File: src/rtl/ascon_pkg.sv
// Shared types, widths and helpers for the ASCON AEAD result path.
package ascon_pkg;

  localparam int unsigned TAG_W  = 128;
  localparam int unsigned BYTE_W = 8;

  typedef enum logic [1:0] {
    IDLE     = 2'd0,
    SEND     = 2'd1,
    ACK      = 2'd2,
    WAIT_LOW = 2'd3
  } ser_state_t;

  // Payload bytes for a y-bit ciphertext plus the 128-bit tag.
  function automatic int unsigned nbytes(input int unsigned y);
    return y / 8 + TAG_W / 8;
  endfunction

endpackage

File: src/rtl/ascon_result_serializer_if.sv
// Byte stream valid/ready bus between the serializer and a byte transport.
interface ascon_result_serializer_if;

  logic [ascon_pkg::BYTE_W-1:0] m_data;
  logic                         m_valid;
  logic                         m_ready;

  modport master (output m_data, output m_valid, input m_ready);
  modport slave  (input m_data, input m_valid, output m_ready);

endinterface

File: src/rtl/ascon_result_serializer.sv
// Captures {ciphertext, tag} from the encryption core and streams it out MSB-first as bytes.
// Optional SER_LENGTH_HEADER_EN prepends a 16-bit big-endian payload byte count.
module ascon_result_serializer
  import ascon_pkg::*;
#(
  parameter  int unsigned y  = 40,
  localparam int unsigned CW = (y == 0) ? 1 : y
) (
  input  logic                              clk,
  input  logic                              rst,
  input  logic [CW-1:0]                     cipher_text,
  input  logic [TAG_W-1:0]                  tag,
  input  logic                              encryption_ready,
  ascon_result_serializer_if.master         m,
  output logic                              enc_ack,
  output logic                              busy
);

  localparam int unsigned NB = nbytes(y);
`ifdef SER_LENGTH_HEADER_EN
  localparam int unsigned HDR_W = 16;
  localparam int unsigned FRAME = NB + 2;
`else
  localparam int unsigned HDR_W = 0;
  localparam int unsigned FRAME = NB;
`endif
  localparam int unsigned PW    = y + TAG_W;
  localparam int unsigned SW    = HDR_W + PW;
  localparam int unsigned CNT_W = $clog2(NB + 2);
  localparam logic [CNT_W-1:0] LAST = CNT_W'(FRAME - 1);

  ser_state_t       state, state_d;
  logic [SW-1:0]    shreg, shreg_d, load_word;
  logic [PW-1:0]    payload;
  logic [CNT_W-1:0] cnt, cnt_d;
  logic             m_valid_q, m_valid_d, enc_ack_d, busy_d;
  logic             xfer;

  // With y=0 there is no ciphertext; the 1-bit cipher_text port is unused.
  generate
    if (y == 0) begin : g_tag_only
      logic unused_cipher;
      assign unused_cipher = ^cipher_text;
      assign payload       = tag;
    end else begin : g_cipher_tag
      assign payload = {cipher_text, tag};
    end
  endgenerate

`ifdef SER_LENGTH_HEADER_EN
  assign load_word = {16'(NB), payload};
`else
  assign load_word = payload;
`endif

  assign xfer      = m_valid_q & m.m_ready;
  assign m.m_valid = m_valid_q;
  assign m.m_data  = shreg[SW-1 -: BYTE_W];

  // Next-state, datapath and registered-output decode.
  always_comb begin
    state_d = state;
    shreg_d = shreg;
    cnt_d   = cnt;
    unique case (state)
      IDLE: begin
        if (encryption_ready) begin
          shreg_d = load_word;
          cnt_d   = '0;
          state_d = SEND;
        end
      end
      SEND: begin
        if (xfer) begin
          shreg_d = {shreg[SW-BYTE_W-1:0], BYTE_W'(0)};
          cnt_d   = cnt + CNT_W'(1);
          if (cnt == LAST) state_d = ACK;
        end
      end
      ACK:      state_d = WAIT_LOW;
      WAIT_LOW: if (!encryption_ready) state_d = IDLE;
      default:  state_d = IDLE;
    endcase
    m_valid_d = (state_d == SEND);
    enc_ack_d = (state_d == ACK);
    busy_d    = (state_d != IDLE);
  end

  always_ff @(posedge clk or negedge rst) begin
    if (!rst) begin
      state     <= IDLE;
      shreg     <= '0;
      cnt       <= '0;
      m_valid_q <= 1'b0;
      enc_ack   <= 1'b0;
      busy      <= 1'b0;
    end else begin
      state     <= state_d;
      shreg     <= shreg_d;
      cnt       <= cnt_d;
      m_valid_q <= m_valid_d;
      enc_ack   <= enc_ack_d;
      busy      <= busy_d;
    end
  end

endmodule

File: src/flat_wrapper.sv
// flat-port wrapper written by rule: the top's interface ports become plain ports
module ascon_result_serializer_flat import ascon_pkg::*;
#(
  parameter  int unsigned y  = 40,
  localparam int unsigned CW = (y == 0) ? 1 : y
)
  (clk, rst, cipher_text, tag, encryption_ready, enc_ack, busy, m_m_data, m_m_valid, m_m_ready);
  ascon_result_serializer_if m_i ();
  input  logic clk;
  input  logic rst;
  input  logic [CW-1:0] cipher_text;
  input  logic [TAG_W-1:0] tag;
  input  logic encryption_ready;
  output logic enc_ack;
  output logic busy;
  output wire logic [$bits(m_i.m_data)-1:0] m_m_data;
  output wire logic [$bits(m_i.m_valid)-1:0] m_m_valid;
  input wire logic [$bits(m_i.m_ready)-1:0] m_m_ready;
  assign m_m_data = m_i.m_data;
  assign m_m_valid = m_i.m_valid;
  assign m_i.m_ready = m_m_ready;
  ascon_result_serializer #(.y(y)) u_core (.clk(clk), .rst(rst), .cipher_text(cipher_text), .tag(tag), .encryption_ready(encryption_ready), .m(m_i), .enc_ack(enc_ack), .busy(busy));
endmodule
File: config.mk
export PLATFORM = sky130hd
export DESIGN_NAME = ascon_result_serializer_flat
export DESIGN_NICKNAME = d
export VERILOG_FILES = /design/src/rtl/ascon_pkg.sv /design/src/rtl/ascon_result_serializer_if.sv /design/src/rtl/ascon_result_serializer.sv /design/src/flat_wrapper.sv
export SDC_FILE = /design/constraint.sdc
export NUM_CORES = 1
export LEC_CHECK = 0
export BUFFER_PORTS_ARGS = -buffer_cell sky130_fd_sc_hd__buf_2
export CELL_PAD_IN_SITES_DETAIL_PLACEMENT = 1
export CELL_PAD_IN_SITES_GLOBAL_PLACEMENT = 1
export CORE_ASPECT_RATIO = 0.7
export CORE_UTILIZATION = 38
export CTS_CLUSTER_DIAMETER = 50
export DETAILED_ROUTE_END_ITERATION = 10
export GPL_TIMING_DRIVEN = 0
export PLACE_DENSITY = 0.88
export SLEW_MARGIN = 20
export SYNTH_ARGS = -nofsm -noshare
export SYNTH_HDL_FRONTEND = slang
export SYNTH_SLANG_ARGS = --single-unit
File: constraint.sdc
create_clock -name clk -period 1.36 [get_ports clk]
set_input_delay 0.068 -clock clk [delete_from_list [all_inputs] [get_ports clk]]
set_output_delay 0.068 -clock clk [all_outputs]
set_load 0.05 [all_outputs]
## Word-level counts from Yosys, hierarchy flattened

Cells that the tools add are included.

- Reductions and logical operators: 4
- Mux-type cells: 11
- Eq/ne operators: 8
- Bitwise logic cells: 1
- Add/subtract/negate cells: 1

Operator list:

| kind | number |
|---|---|
| $mux 168 | 2 |
| $pmux 168 s2 | 1 |
| $mux 5 | 2 |
| $pmux 5 s2 | 1 |
| $mux 2 | 4 |
| $pmux 2 s4 | 1 |
| $eq 2x2->1 const B | 3 |
| $add 5x1->5 const B | 1 |
| $eq 5x5->1 const B | 1 |
| $eq 2x1->1 const B | 2 |
| $reduce_bool 2->1 | 2 |
| $reduce_and 3->1 | 1 |
| $logic_not 2->1 | 1 |
| $ne 2x1->1 const B | 1 |
| $ne 2x2->1 const B | 1 |
| $and 1x1->1 | 1 |

- Input port bits: 172
- Logic and storage cells: 31
- Register bits: 178

## Logic depth before layout (Yosys ltp)

- Word-level depth: 5
- Mapped depth: 6

## Least setup slack after synthesis

Ideal clock, no wire load.

- Path kind: register -> register
- Start: register u_core.m_valid_q (netlist: u_core.m.m_valid)
- End: register u_core.shreg[100]
- Stages on the path, launching flop included: 7
- Arrival: 1591 ps
- Setup time: 77 ps
- Path slack: -309 ps
- Cell sequence: dfrtp_1 -> and4b_1 -> or2_1 -> buf_6 -> buf_6 -> buf_6 -> a21oi_1

- Longest elaborated chain between the ends: 3

Ends and longest elaborated chain:

| what | line | text |
|---|---|---|
| start: declaration | ascon_result_serializer.sv:36 | `logic m_valid_q, m_valid_d, enc_ack_d, busy_d;` |
| start signal: assignment | ascon_result_serializer.sv:101 | `m_valid_q <= m_valid_d;` |
| $and 1x1->1 | ascon_result_serializer.sv:56 | `assign xfer = m_valid_q & m.m_ready;` |
| $ne 2x1->1 (no line) | - |  |
| $reduce_and 3->1 (no line) | - |  |
| end signal: assignment | ascon_result_serializer.sv:99 | `shreg <= shreg_d;` |
| end: declaration | ascon_result_serializer.sv:33 | `logic [SW-1:0] shreg, shreg_d, load_word;` |

No other way between the ends.
A chain may end at the register's enable or synchronous reset.

## Worst setup path in the final report

- Start: register u_core.state[1]
- End: register u_core.shreg[58]

- Longest elaborated chain between the ends: 3

Ends and longest elaborated chain:

| what | line | text |
|---|---|---|
| start: declaration | ascon_result_serializer.sv:32 | `ser_state_t state, state_d;` |
| start signal: assignment | ascon_result_serializer.sv:98 | `state <= state_d;` |
| $eq 2x1->1 / $logic_not 2->1 (equally long branches) | ascon_result_serializer.sv:65 | `unique case (state)` |
| $ne 2x1->1 (no line) (tied with other cells) | - |  |
| $reduce_and 3->1 (no line) | - |  |

Parallel ways exist; a longest one is shown, timed or not.

==> metrics.cfg <==
[outcome]
status = finished with violations
violated_checks = design-rule violations, negative setup slack

[detailed_routing]
via_cell_ratio = 5.647
drt_wl_total_um = 36660
initialDrtViolationCount = 539
dr.pass1.iters = 8
avgRoutedWirePerCell_um = 25.25
drc = 13
route.antenna.remaining_nets = 0
via_count_of_the_routed_design = 8200

[clocking]
h-tree-depth = 4
cts_made_buffers = 17
clock_root_buffer = sky130_fd_sc_hd__clkbuf_16
cts_num_sinks = 178
bufs_on_longest_clock_path = 2
worst_skew_pair.late_latency_ns = 0.44
cts_tree = done
cts.reportedPaths.clkPinSlew_ns = 0.07

[timing]
max_freq_ghz = 0.5659
timing.final.ws_setup_ns = -0.4070
finalCriticalPeriod_ns = 1.767
layout_worst_path_cycle_share = 1.299
report.final.setup_viol = 174
hold_violations = 0
final-max-slew-violation-count = 0
post_route_setup_tns_ns = -44.65
finClkSkew_ns = 0.009507
max-slew-margin-rel = 0.5307
unrepaired_setup_endpoints_after_global_routing = true
pin_slew_with_the_least_headroom_to_its_limit_ns = 0.7039

[final_layout]
layout-drive-gt1-share = 0.3828
design.final.nets = 1326
final-instance-count-excl-fill = 1452
finalCoreUtilization = 0.6135
area.growth.synth_to_final_pct = 57.96
fillers = 2255

[min_path]
min-delay-path-class = input pin to flip-flop
hold_path_depth = 3

[placement]
numPlacedInstances = 1245
place.gp.congestion = 0.8045
dpl.hpwl_um = 18330
portBuffers = 182

[critical_path]
cpLargestDelayFamily = simple AND/OR/NAND/NOR gates
crit_path_top_delay_cell = sky130_fd_sc_hd__dfrtp_2
critical_path_buf_inv_count = 3
worstPathRequired_ns = 1.70
kind_of_launch_point_of_the_worst_setup_path = flip-flop
timing.critical_path.cells = and4b_2, or2_1, buf_6, buf_12, buf_8, a21oi_1
path_depth_of_the_worst_reg2reg_path = 6
path_class = flip-flop to flip-flop
worst_path_max_fanout = 10
critical_path_cell_count = 6
worstPathArrival_ns = 2.11
slowest_delay_ns = 0.46
timing.critical_path.to_type = flip-flop

[grt]
global_route_total_overflow = 0
grt_start_max_net_pins = 97
grt_first_pass_wirelength_um = 50580
antenna_violations_before_repair = 5
first_global_vias = 8946
grt_util_all_layers = 0.2915

[job]
maxCapViolCount = 0

[synth]
synthTopCellsByCount = sky130_fd_sc_hd__dfrtp_1, sky130_fd_sc_hd__mux2i_1, sky130_fd_sc_hd__nor3_1, sky130_fd_sc_hd__a21oi_1, sky130_fd_sc_hd__clkbuf_1
post_synth_inst_count = 780
yosys_register_bits = 178
most_frequent_cell_after_synthesis = sky130_fd_sc_hd__dfrtp_1
ys_seq_area_frac = 0.5291
yosysWarnings = 0
synth_top_cell_area_share = 0.5291
netlist_area_sq_um = 8419
distinct_cell_type_count_of_the_synthesized_netlist = 29
syn_area_per_cell_sq_um = 10.79
leading_cell_types_by_total_area_after_synthesis = sky130_fd_sc_hd__dfrtp_1, sky130_fd_sc_hd__mux2i_1, sky130_fd_sc_hd__nor3_1
ys.flop_type = sky130_fd_sc_hd__dfrtp_1
synth_enable_flop_cells = 0
dominant_cell_type_by_area_after_synthesis = sky130_fd_sc_hd__dfrtp_1
synthesis.nets = 954
synthArstFlopShare = 1.000

[floorplanning]
initial_core_util = 0.3884
core_area_sq_um = 21680
placement_rows = 45
top_level_ports = 183
dieHeight_um = 126.5
die-area_sq_um = 22760
die_width_um = 179.9

[power]
static-leakage-power_nw = 6.069
p_per_area_nw_per_um2 = 2053
ir_worst_vdd_v = 0.0007823

area by class of cell:
class	instances	area [sq um]	area share
flip-flops and latches	178	4458	0.3352
repair buffers	353	2710	0.2038
clock buffers	19	442.9	0.03331
plain buffers	81	803.3	0.06040
diodes	5	12.51	0.0009408
well taps	282	352.8	0.02653
clock inverters	13	171.4	0.01289
inverters	3	11.26	0.0008467
multi-input cells	518	4337	0.3261
cell families after synthesis:
family / after synthesis / synth area share
AOI/OAI and AO/OA: 172 / 0.1069
adders and majority gates: 2 / 0.002972
buffers and inverters: 84 / 0.05677
DFF: 178 / 0.5291
muxes: 163 / 0.1941
and+or+nand+nor: 181 / 0.1103
final timing paths:
path                                                   from                             to  slack (ns)
worst max register to register    u_core.state[1]$_DFF_PN0_   u_core.shreg[58]$_DFFE_PN0P_       -0.41
max in group asynchronous                               rst   u_core.shreg[65]$_DFFE_PN0P_        0.20
worst min register to register  u_core.shreg[7]$_DFFE_PN0P_    u_core.shreg[7]$_DFFE_PN0P_        0.54
min in group asynchronous                               rst  u_core.shreg[164]$_DFFE_PN0P_        0.20
worst min-delay path                        cipher_text[27]  u_core.shreg[155]$_DFFE_PN0P_       0.005
worst max-delay path              u_core.state[1]$_DFF_PN0_   u_core.shreg[58]$_DFFE_PN0P_       -0.41
worst reg2reg max path: cells and delay by family (launching register included):
kind | cells | cell delay [ns]
compound gates | 1 | 0.22
buf+inv | 3 | 0.47
flops | 1 | 0.46
simple gates | 2 | 0.53
layer usage:
layer | wire [um] | up-vias | GRT usage | share of wire
met5 | 0 | - | 0 | 0
met4 | 1349 | 0 | 0.1171 | 0.037
met1 | 14710 | 4210 | 0.3523 | 0.40
li1 | - | 3591 | - | -
met3 | 1498 | 95 | 0.05627 | 0.041
met2 | 19100 | 304 | 0.5148 | 0.52
stage by stage:
step	hold slack [ns]	power [W]	cell area [sq um]	setup slack [ns]
global route	0.01152	0.02842	13300	-0.4196
CTS	0.00009351	0.02415	12300	-0.2571
global placement	0.2936	0.01707	9732	-3.038
floorplan	-0.2276	0.01504	8468	-0.1733
finish	0.004641	0.02731	13300	-0.4070
detailed placement	0.1073	0.01768	9769	-0.7730
where the power goes:
| part | leakage [nW] | switching [W] | internal (W) |
|---|---|---|---|
| clock network | 0.295 | 0.00230 | 0.00297 |
| registers | 1.86 | 0.00188 | 0.00743 |
| logic | 3.91 | 0.00680 | 0.00592 |
what timing repair did:
action | CTS | global route
pin swaps | 0 | 3
gates cloned | 1 | 5
setup endpoints to repair | 177 | 176
resized for setup | 101 | 186
buffers inserted | 3 | 1
hold endpoints to repair | 239 | 4
hold buffers | 156 | 4
layout by cell type (no fill, tap or decap), drive strengths merged, types with 7 or more instances in the layout:
| master | count |
|---|---|
| a22o | 8 |
| dfrtp | 178 |
| a21oi | 160 |
| inv | 7 |
| mux2i | 161 |
| clkbuf | 50 |
| nor3 | 161 |
| dlygate4sd3 | 160 |
| buf | 243 |
flip-flops by register name (all words and copies together) (netlist names):
register          flops
u_core.busy           1
u_core.shreg        168
u_core.m.m_valid      1
u_core.enc_ack        1
u_core.cnt            5
u_core.state          2
Note: power is estimated with default switching activity, not from simulation.
